File: src/rtl/eth_rx_filter_pkg.sv
// Shared types and constants for the RX destination-address filter.
package eth_rx_filter_pkg;

  typedef enum logic [1:0] {
    ST_HDR    = 2'd0,
    ST_REPLAY = 2'd1,
    ST_PASS   = 2'd2,
    ST_DROP   = 2'd3
  } state_e;

  localparam int          MAC_BYTES = 6;
  localparam logic [47:0] BCAST_MAC = 48'hFFFF_FFFF_FFFF;

  // Group (multicast/broadcast) addresses carry the I/G bit in the first wire byte.
  function automatic logic is_group(input logic [47:0] addr);
    return addr[40];
  endfunction

endpackage

File: src/rtl/eth_mac_match.sv
// Combinational destination-address match: own MAC, broadcast, or any group address when enabled.
module eth_mac_match
  import eth_rx_filter_pkg::*;
(
  input  logic [47:0] dest,
  input  logic [47:0] mac,
  input  logic        mcast_en,
  output logic        match
);

  // Address acceptance decision.
  always_comb begin
    match = (dest == mac) | (dest == BCAST_MAC) | (mcast_en & is_group(dest));
  end

endmodule

File: src/rtl/eth_rx_mac_filter.sv
// RX frame filter: buffers the 6-byte destination, then replays and forwards or discards the frame.
// Frame counters are built only when ETH_RX_MAC_FILTER_CNT_EN is defined; otherwise they read 0.
module eth_rx_mac_filter
  import eth_rx_filter_pkg::*;
#(
  parameter int CNT_WIDTH = 32
) (
  input  logic                 clk,
  input  logic                 rst_n,
  input  logic [7:0]           s_axis_tdata,
  input  logic                 s_axis_tvalid,
  output logic                 s_axis_tready,
  input  logic                 s_axis_tlast,
  input  logic                 s_axis_tuser,
  output logic [7:0]           m_axis_tdata,
  output logic                 m_axis_tvalid,
  input  logic                 m_axis_tready,
  output logic                 m_axis_tlast,
  output logic                 m_axis_tuser,
  input  logic [47:0]          mac_addr_i,
  input  logic                 accept_mcast_i,
  output logic [CNT_WIDTH-1:0] pass_cnt_o,
  output logic [CNT_WIDTH-1:0] drop_cnt_o
);

  localparam logic [2:0] LAST_IDX = 3'(MAC_BYTES - 1);

  state_e      state_r;
  state_e      state_nxt_s;
  logic [2:0]  idx_r;
  logic [2:0]  idx_nxt_s;
  logic [7:0]  hdr_r [MAC_BYTES];
  logic [47:0] dest_s;
  logic        match_s;
  logic        pass_ev_s;
  logic        drop_ev_s;

  // The sixth byte is still on the bus when the decision is made, so it joins the five buffered ones.
  assign dest_s = {hdr_r[0], hdr_r[1], hdr_r[2], hdr_r[3], hdr_r[4], s_axis_tdata};

  eth_mac_match u_match (
    .dest     (dest_s),
    .mac      (mac_addr_i),
    .mcast_en (accept_mcast_i),
    .match    (match_s)
  );

  // State and header index registers.
  always_ff @(posedge clk or negedge rst_n) begin
    if (!rst_n) begin
      state_r <= ST_HDR;
      idx_r   <= 3'd0;
    end else begin
      state_r <= state_nxt_s;
      idx_r   <= idx_nxt_s;
    end
  end

  // Header capture buffer, written only while collecting the destination.
  always_ff @(posedge clk or negedge rst_n) begin
    if (!rst_n) begin
      for (int i = 0; i < MAC_BYTES; i++) begin
        hdr_r[i] <= 8'h00;
      end
    end else if ((state_r == ST_HDR) && s_axis_tvalid) begin
      hdr_r[idx_r] <= s_axis_tdata;
    end
  end

  // Next-state, handshake and output-mux logic.
  always_comb begin
    state_nxt_s   = state_r;
    idx_nxt_s     = idx_r;
    s_axis_tready = 1'b0;
    m_axis_tvalid = 1'b0;
    m_axis_tdata  = 8'h00;
    m_axis_tlast  = 1'b0;
    m_axis_tuser  = 1'b0;
    pass_ev_s     = 1'b0;
    drop_ev_s     = 1'b0;
    case (state_r)
      ST_HDR: begin
        s_axis_tready = 1'b1;
        if (s_axis_tvalid) begin
          if (s_axis_tlast) begin
            drop_ev_s = 1'b1;
            idx_nxt_s = 3'd0;
          end else if (idx_r == LAST_IDX) begin
            idx_nxt_s   = 3'd0;
            state_nxt_s = match_s ? ST_REPLAY : ST_DROP;
          end else begin
            idx_nxt_s = idx_r + 3'd1;
          end
        end else begin
          idx_nxt_s = idx_r;
        end
      end
      ST_REPLAY: begin
        m_axis_tvalid = 1'b1;
        m_axis_tdata  = hdr_r[idx_r];
        if (m_axis_tready) begin
          if (idx_r == LAST_IDX) begin
            idx_nxt_s   = 3'd0;
            state_nxt_s = ST_PASS;
          end else begin
            idx_nxt_s = idx_r + 3'd1;
          end
        end else begin
          idx_nxt_s = idx_r;
        end
      end
      ST_PASS: begin
        s_axis_tready = m_axis_tready;
        m_axis_tvalid = s_axis_tvalid;
        m_axis_tdata  = s_axis_tdata;
        m_axis_tlast  = s_axis_tlast;
        m_axis_tuser  = s_axis_tuser;
        if (s_axis_tvalid && m_axis_tready && s_axis_tlast) begin
          pass_ev_s   = 1'b1;
          state_nxt_s = ST_HDR;
        end else begin
          state_nxt_s = ST_PASS;
        end
      end
      ST_DROP: begin
        s_axis_tready = 1'b1;
        if (s_axis_tvalid && s_axis_tlast) begin
          drop_ev_s   = 1'b1;
          state_nxt_s = ST_HDR;
        end else begin
          state_nxt_s = ST_DROP;
        end
      end
      default: begin
        state_nxt_s = ST_HDR;
        idx_nxt_s   = 3'd0;
      end
    endcase
  end

`ifdef ETH_RX_MAC_FILTER_CNT_EN
  logic [CNT_WIDTH-1:0] pass_cnt_r;
  logic [CNT_WIDTH-1:0] drop_cnt_r;

  // Frame counters; wrap naturally at 2^CNT_WIDTH.
  always_ff @(posedge clk or negedge rst_n) begin
    if (!rst_n) begin
      pass_cnt_r <= '0;
      drop_cnt_r <= '0;
    end else begin
      if (pass_ev_s) pass_cnt_r <= pass_cnt_r + CNT_WIDTH'(1);
      if (drop_ev_s) drop_cnt_r <= drop_cnt_r + CNT_WIDTH'(1);
    end
  end

  assign pass_cnt_o = pass_cnt_r;
  assign drop_cnt_o = drop_cnt_r;
`else
  logic unused_ev_s;

  assign unused_ev_s = pass_ev_s ^ drop_ev_s;
  assign pass_cnt_o  = '0;
  assign drop_cnt_o  = '0;
`endif

endmodule

File: config.mk
export PLATFORM = sky130hd
export DESIGN_NAME = eth_rx_mac_filter
export DESIGN_NICKNAME = d
export VERILOG_FILES = /design/src/rtl/eth_rx_filter_pkg.sv /design/src/rtl/eth_mac_match.sv /design/src/rtl/eth_rx_mac_filter.sv
export SDC_FILE = /design/constraint.sdc
export NUM_CORES = 1
export LEC_CHECK = 0
export ABC_AREA = 1
export BUFFER_PORTS_ARGS = -buffer_cell sky130_fd_sc_hd__buf_4
export CAP_MARGIN = 20
export CORE_MARGIN = 2
export CORE_UTILIZATION = 50
export DETAILED_ROUTE_END_ITERATION = 8
export GPL_TIMING_DRIVEN = 0
export PLACE_DENSITY = 0.9
export REMOVE_ABC_BUFFERS = 1
export SLEW_MARGIN = 5
export SYNTH_ARGS = -nofsm -noshare
export SYNTH_HDL_FRONTEND = slang
export SYNTH_SLANG_ARGS = --single-unit
File: constraint.sdc
create_clock -name clk -period 4.3 [get_ports clk]
set_clock_uncertainty 0.2 [all_clocks]
set_input_delay 0.86 -clock clk [delete_from_list [all_inputs] [get_ports clk]]
set_output_delay 0.86 -clock clk [all_outputs]
set_load 0.02 [all_outputs]
# Word level (Yosys, flattened, before mapping)
# Cells that the tools add are included.
[totals] ff_bits=53 in_bits=63
[classes] n_reduce_logical=10 order_cmp=2 bitwise_logic=4 eq_ne=11 add_sub_neg=1 n_mux=25
[op_table] cell="bitwise mux 48 bit" count=1
[op_table] cell="== test 48 bit" count=1
[op_table] cell="== test 48 bit, second input constant" count=1
[op_table] cell="binary-select mux 8 bit (select 3 bit)" count=1
[op_table] cell="demux 8 bit (select 3 bit)" count=1
[op_table] cell="2-to-1 mux 8 bit" count=3
[op_table] cell="2-to-1 mux 2 bit" count=8
[op_table] cell="case mux 8 bit (2 select lines)" count=1
[op_table] cell="2-to-1 mux 3 bit" count=4
[op_table] cell="inequality test 2 bit, second input constant" count=4
[op_table] cell="case mux 2 bit (4 select lines)" count=1
[op_table] cell="case mux 3 bit (2 select lines)" count=1
[op_table] cell="logical AND 1 bit" count=5
[op_table] cell="AND reduction 5 bit" count=1
[op_table] cell="== test 2 bit, second input constant" count=2
[op_table] cell="greater-or-equal comparator 4 bit, second input constant" count=1
[op_table] cell="less-than comparator 4 x 1 -> 1 bit, second input constant" count=1
[op_table] cell="NOT 3 -> 4 bit" count=1
[op_table] cell="case mux 1 bit (2 select lines)" count=2
[op_table] cell="adder 3 x 1 -> 3 bit, second input constant" count=1
[op_table] cell="== test 3 bit, second input constant" count=1
[op_table] cell="AND reduction 3 bit" count=1
[op_table] cell="== test 2 x 1 -> 1 bit, second input constant" count=1
[op_table] cell="logical NOT 2 bit" count=1
[op_table] cell="6 further kinds" count=8

# Logic depth before layout (Yosys ltp)
[depth] ltp_word=8 depth_mapped=11

# Modules after synthesis
# From an unflattened synthesis, not the netlist that was laid out.
[unflattened] hier_cells=635 area_unflattened_um2=4196.5
[by_module_without_submodules] module="eth_rx_mac_filter" instances=1 cells_each=446 area_each_um2=3285.7
[by_module_without_submodules] module="eth_mac_match" instances=1 cells_each=189 area_each_um2=910.9

# Worst setup path after synthesis
# OpenSTA, ideal clock, no wires.
[synth_timing] path_type="flip-flop to output port" startpoint="register state_r[0]" endpoint="output port m_axis_tdata[0]" n_path_buf=1 arrival_ns=1.399 stages_incl_launch_ff=6 setup_slack_ns=1.841 path_cell_list="dfrtp_1 -> inv_1 -> ha_1 -> clkbuf_1 -> nand2_1 -> a21oi_1"
[synth_between] elab_chain_len=2 elab_cells_between_ends=3 cone_classes="eq/ne: 2; mux: 1"
[synth_rtl] item="from (decl)" line_no="eth_rx_mac_filter.sv:28" rtl="state_e state_r;"
[synth_rtl] item="from (signal assigned)" line_no="eth_rx_mac_filter.sv:54" rtl="state_r <= state_nxt_s;"
[synth_rtl] item="== test 2 bit / == test 2 x 1 -> 1 bit (equally long branches)" line_no="eth_rx_mac_filter.sv:81" rtl="case (state_r)"
[synth_rtl] item="case mux 8 bit (2 select lines) *" line_no="eth_rx_mac_filter.sv:81"
[synth_rtl] item="to (decl)" line_no="eth_rx_mac_filter.sv:15" rtl="output logic [7:0] m_axis_tdata,"
# Mark *: on every way between the ends. The rest lies on a longest branch, timed or not.

# Final worst setup path
[layout_timing] startpoint="register idx_r[0]" endpoint="output port m_axis_tdata[2]"
[layout_between] elab_chain_len=5
[layout_rtl] item="from (decl)" line_no="eth_rx_mac_filter.sv:30" rtl="logic [2:0] idx_r;"
[layout_rtl] item="from (signal assigned)" line_no="eth_rx_mac_filter.sv:55" rtl="idx_r <= idx_nxt_s;"
[layout_rtl] item="NOT 3 -> 4 bit (not written as such)" line_no="eth_rx_mac_filter.sv:100" rtl="m_axis_tdata = hdr_r[idx_r];"
[layout_rtl] item="binary-select mux 8 bit (select 3 bit)" line_no="eth_rx_mac_filter.sv:100"
[layout_rtl] item="2-to-1 mux 8 bit (not written as such) (2 in a row)" line_no="eth_rx_mac_filter.sv:100"
[layout_rtl] item="case mux 8 bit (2 select lines)" line_no="eth_rx_mac_filter.sv:81"
# Every way passes these cells. The select of a mux whose other input is x is not followed.

==> run summary <==
Critical path class: flip-flop to output pin. Once the floorplan was initialized, standard cells occupied 50.70% of the core. The largest total area in the synthesized netlist belongs to sky130_fd_sc_hd__dfrtp_1. By count the netlist is led by sky130_fd_sc_hd__nand2_1, sky130_fd_sc_hd__buf_4, sky130_fd_sc_hd__inv_1.

The number of synthesized register bits was 53; the fraction of layout instances using a drive strength above 1 was 16.80%. After detailed routing, the number of remaining DRC violations is 0. The synthesized netlist devotes 15.55% of its cell area to compound gates.

The number of enable-type register cells in the synthesized netlist came out at 0. The count of final setup violators is 0, and the arrival time of the worst setup path is 2.65 ns. In the final layout, the multi-input gates occupy 2203 sq um.

The tools report the number of max-slew violations in the final report as 0. Tracing the worst setup path back leads to its startpoint at idx_r[0]. Hold timing on the final database bottoms out at a slack of 0.2938 ns. The total routing resource utilization after global routing is 24.44%, and the cts-stage hold buffer count is 0.

The distinct cell type count of the synthesized netlist is 31, and the aggregate global routing overflow is 0. From bottom edge to top edge, the die measures 94.59 um. For the worst-case register-to-register setup slack, the log shows 2.08 ns. The count of instances resized after the clock tree is built was 0. By instance count, the leading cell after synthesis is sky130_fd_sc_hd__nand2_1.

In this run, placement finished with an instance count of 728. Data on the critical path is required at its endpoint by 3.24 ns. Of the total synthesized cell area, the portion taken by XOR and XNOR cells is 7.258%. For this run, asynchronously set or reset flops after synthesis account for 100.0%. Summing every instance area after synthesis gives 4103 sq um.

Summed over all cells, the static leakage comes to 2.282 nW. Each instance of the synthesized netlist takes up on average 7.300 sq um. Detailed placement ended at an HPWL of 8238 um. Summed over its instances, the top area cell type makes up 32.33% of the synthesized netlist area. Setup repair after global routing left no endpoint under its margin. The smallest clock period supported by the final layout is computed as 3.712 ns. The floorplan step defined a core boundary enclosing 8093 sq um. The tree built by TritonCTS fans out to 53 sinks. After detailed routing, no signal wire sits above met4. After synthesis, the largest family of logic cells by area is simple AND/OR/NAND/NOR gates.

At the pin with the least slew margin, the transition time is 0.6615 ns. Summing the areas of all fa, ha and maj instances in the mapped netlist gives 1.525% of the synthesized area. The design draws 0.002518 W. The first global-routing pass estimated 16940 um of wire.

Max-cap violations in this run came to 0. Headroom to the max-slew limit came out at 55.90%. The basic-gate share of the synthesized area counting and, or, nand and nor cells is 23.51%, and the number of buffers inserted during clock tree synthesis is 5. In this run the worst setup path terminates at m_axis_tdata[2]. Summing the sequential cell areas from Yosys gives 32.33% of the chip area. Detailed routing placed a total of 5209 um of wire on met2. Number of iterations in the first detailed-routing pass: 6.

TritonCTS built the clock tree. The die is 94.59 um wide. Wires add up to 10580 um. Power spread over the standard cell area amounts to 556.4 nW/um^2. Ranked by total cell area, the synthesized netlist is headed by sky130_fd_sc_hd__dfrtp_1, sky130_fd_sc_hd__nand2_1, sky130_fd_sc_hd__buf_4, sky130_fd_sc_hd__xnor2_1, sky130_fd_sc_hd__o21ai_1.

The number of global-route vias before repair was 3479; the overall via count from detail_route was 3789. In this run the deepest clock path goes through 2 buffers. The ratio of final minimum period to clock period is 86.34%.

The count of cells along the worst register-to-register path is 5. The count of port buffers added during placement was 74; the sum of met3 wire segment lengths after detailed routing was 940 um. In the synthesized netlist, the number of instances is 562.

The final layout contains 698 nets. The logs give 0 for the initial antenna violation count and 458 for the first-iteration detailed-routing DRC count. For this run, the number of Yosys warnings is 0. Using the TritonRoute via totals, the vias-per-cell ratio works out to 5.148. Startpoint class of the critical path: a flip-flop. The tree is rooted in a sky130_fd_sc_hd__clkbuf_8. Static timing analysis puts the maximum clock frequency at 0.2694 GHz.

VDD sags by at most 0.2242 mV. The level count of the clock H-tree was 2. Number of inserted filler cells in the final layout: 767. After the flow finishes, the layout carries non-filler instances totaling 736. After clock tree synthesis, the clock-pin slew on the worst setup and hold paths is 0.10 ns. The most used flip-flop cell after synthesis is sky130_fd_sc_hd__dfrtp_1. The growth of design area from synthesis to finish was 10.31%.

Classification of the worst-slack hold path: flip-flop to flip-flop. The summed negative setup slack over all endpoints came out at 0 ns. The number of diodes added for antenna fixing came out at 0. Along the worst path, the maximum fanout reaches 12. For the number of placed I/O pins, the log shows 139. In the synthesized netlist, mux cells make up 0% of the area. The post-detailed-route count of antenna-violating nets was 0. The startpoint identified for the worst register-to-register timing path is idx_r[0].

The logs give 0 for the number of setup buffers added after CTS and 0.32 ns for the clock network latency to the later pin of the worst-skew pair. The wire length the detailed router placed on met1 is 4044 um, and the wire length per cell after detailed routing is 14.37 um. The capturing element type of the critical path was an output pin. The final-report hold violation count is 0, and the pin count of the biggest net entering global routing is 54. The global placement routability congestion is 0.9291. In this run the critical register-to-register path is captured at dest_s[34].

In the final layout, flip-flops and latches occupy 1326 sq um. The flow ran to the end, and the final reports show no timing, DRC or antenna violations. Row generation in the floorplan step produced 33 rows.

The die covers 8946 sq um.
worst min path at each step:
stage	startpoint	end	slack, ns	cells after the start
global placement	hdr_r[2]	hdr_r[2]	0.26	2
detailed placement	hdr_r[4]	hdr_r[4]	0.27	2
CTS	hdr_r[4]	hdr_r[4]	0.30	2
floorplan	hdr_r[0]	hdr_r[0]	0.25	2
finish	hdr_r[4]	hdr_r[4]	0.29	2
global route	hdr_r[7]	hdr_r[7]	0.32	2
cell usage in the layout (no fill, tap or decap), drive strengths merged, types with 3 or more instances in the layout:
cell / netlist / final
nand2: 165 / 165
buf: 75 / 74
o21ai: 67 / 67
conb: 1 / 64
inv: 57 / 57
dfrtp: 53 / 53
nor2: 42 / 42
xnor2: 34 / 34
a21oi: 27 / 27
a22oi: 16 / 16
nand4: 5 / 5
nor3: 5 / 5
ha: 5 / 5
clkbuf: 1 / 5
nand3: 4 / 4
clkinvlp: 0 / 3
state kept, by name, indices dropped and copies added, names as in the netlist:
signal and flops:
dest_s 40, hdr_r 8, idx_r 3, state_r 2
metal layers:
metal	GRT usage, %	vias to the layer above
met3	3.272	37
met5	0	-
met1	32.10	1716
met2	41.07	243
met4	9.420	0
li1	-	1793
cell type report:
cell class / instances / area share, %
Clock buffer: 5 / 1.521
Clock inverter: 3 / 0.4977
Inverter: 58 / 4.811
Multi-Input combinational cell: 438 / 48.69
Sequential cell: 53 / 29.31
Tap cell: 105 / 2.903
Timing Repair Buffer: 74 / 12.28
worst max-delay path, stage by stage (launching register included):
cell                      delay (ns)
sky130_fd_sc_hd__dfrtp_1        0.77
sky130_fd_sc_hd__inv_1          0.42
sky130_fd_sc_hd__nor2_4         0.35
sky130_fd_sc_hd__a22oi_1        0.14
sky130_fd_sc_hd__a21oi_1        0.16
sky130_fd_sc_hd__o21ai_0        0.14
sky130_fd_sc_hd__a21oi_1        0.19
sky130_fd_sc_hd__buf_4          0.17
logic make-up after synthesis:
group                      Yosys count
adders and majority gates            5
buffers and inverters              134
xor gates and xnor gates            34
other                                1
and+or+nand+nor                    222
AOI/OAI and AO/OA                  113
DFF                                 53
through the flow:
step | util [%] | setup WS (ns) | instance area, sq um
6_report | 55.92 | 0.5876 | 4526
2_1_floorplan | - | 1.370 | 3747
3_5_place_dp | 54.79 | 0.9711 | 4434
5_1_grt | 55.92 | 0.3987 | 4526
3_3_place_gp | 54.79 | 0.9907 | 4434
4_1_cts | 55.92 | 0.6266 | 4526
where the power goes:
group | internal [W] | switching (W)
clock network | 0.000114 | 0.000169
logic | 0.000490 | 0.000758
registers | 0.000694 | 0.000291
Power figures use the tool's default switching activity.
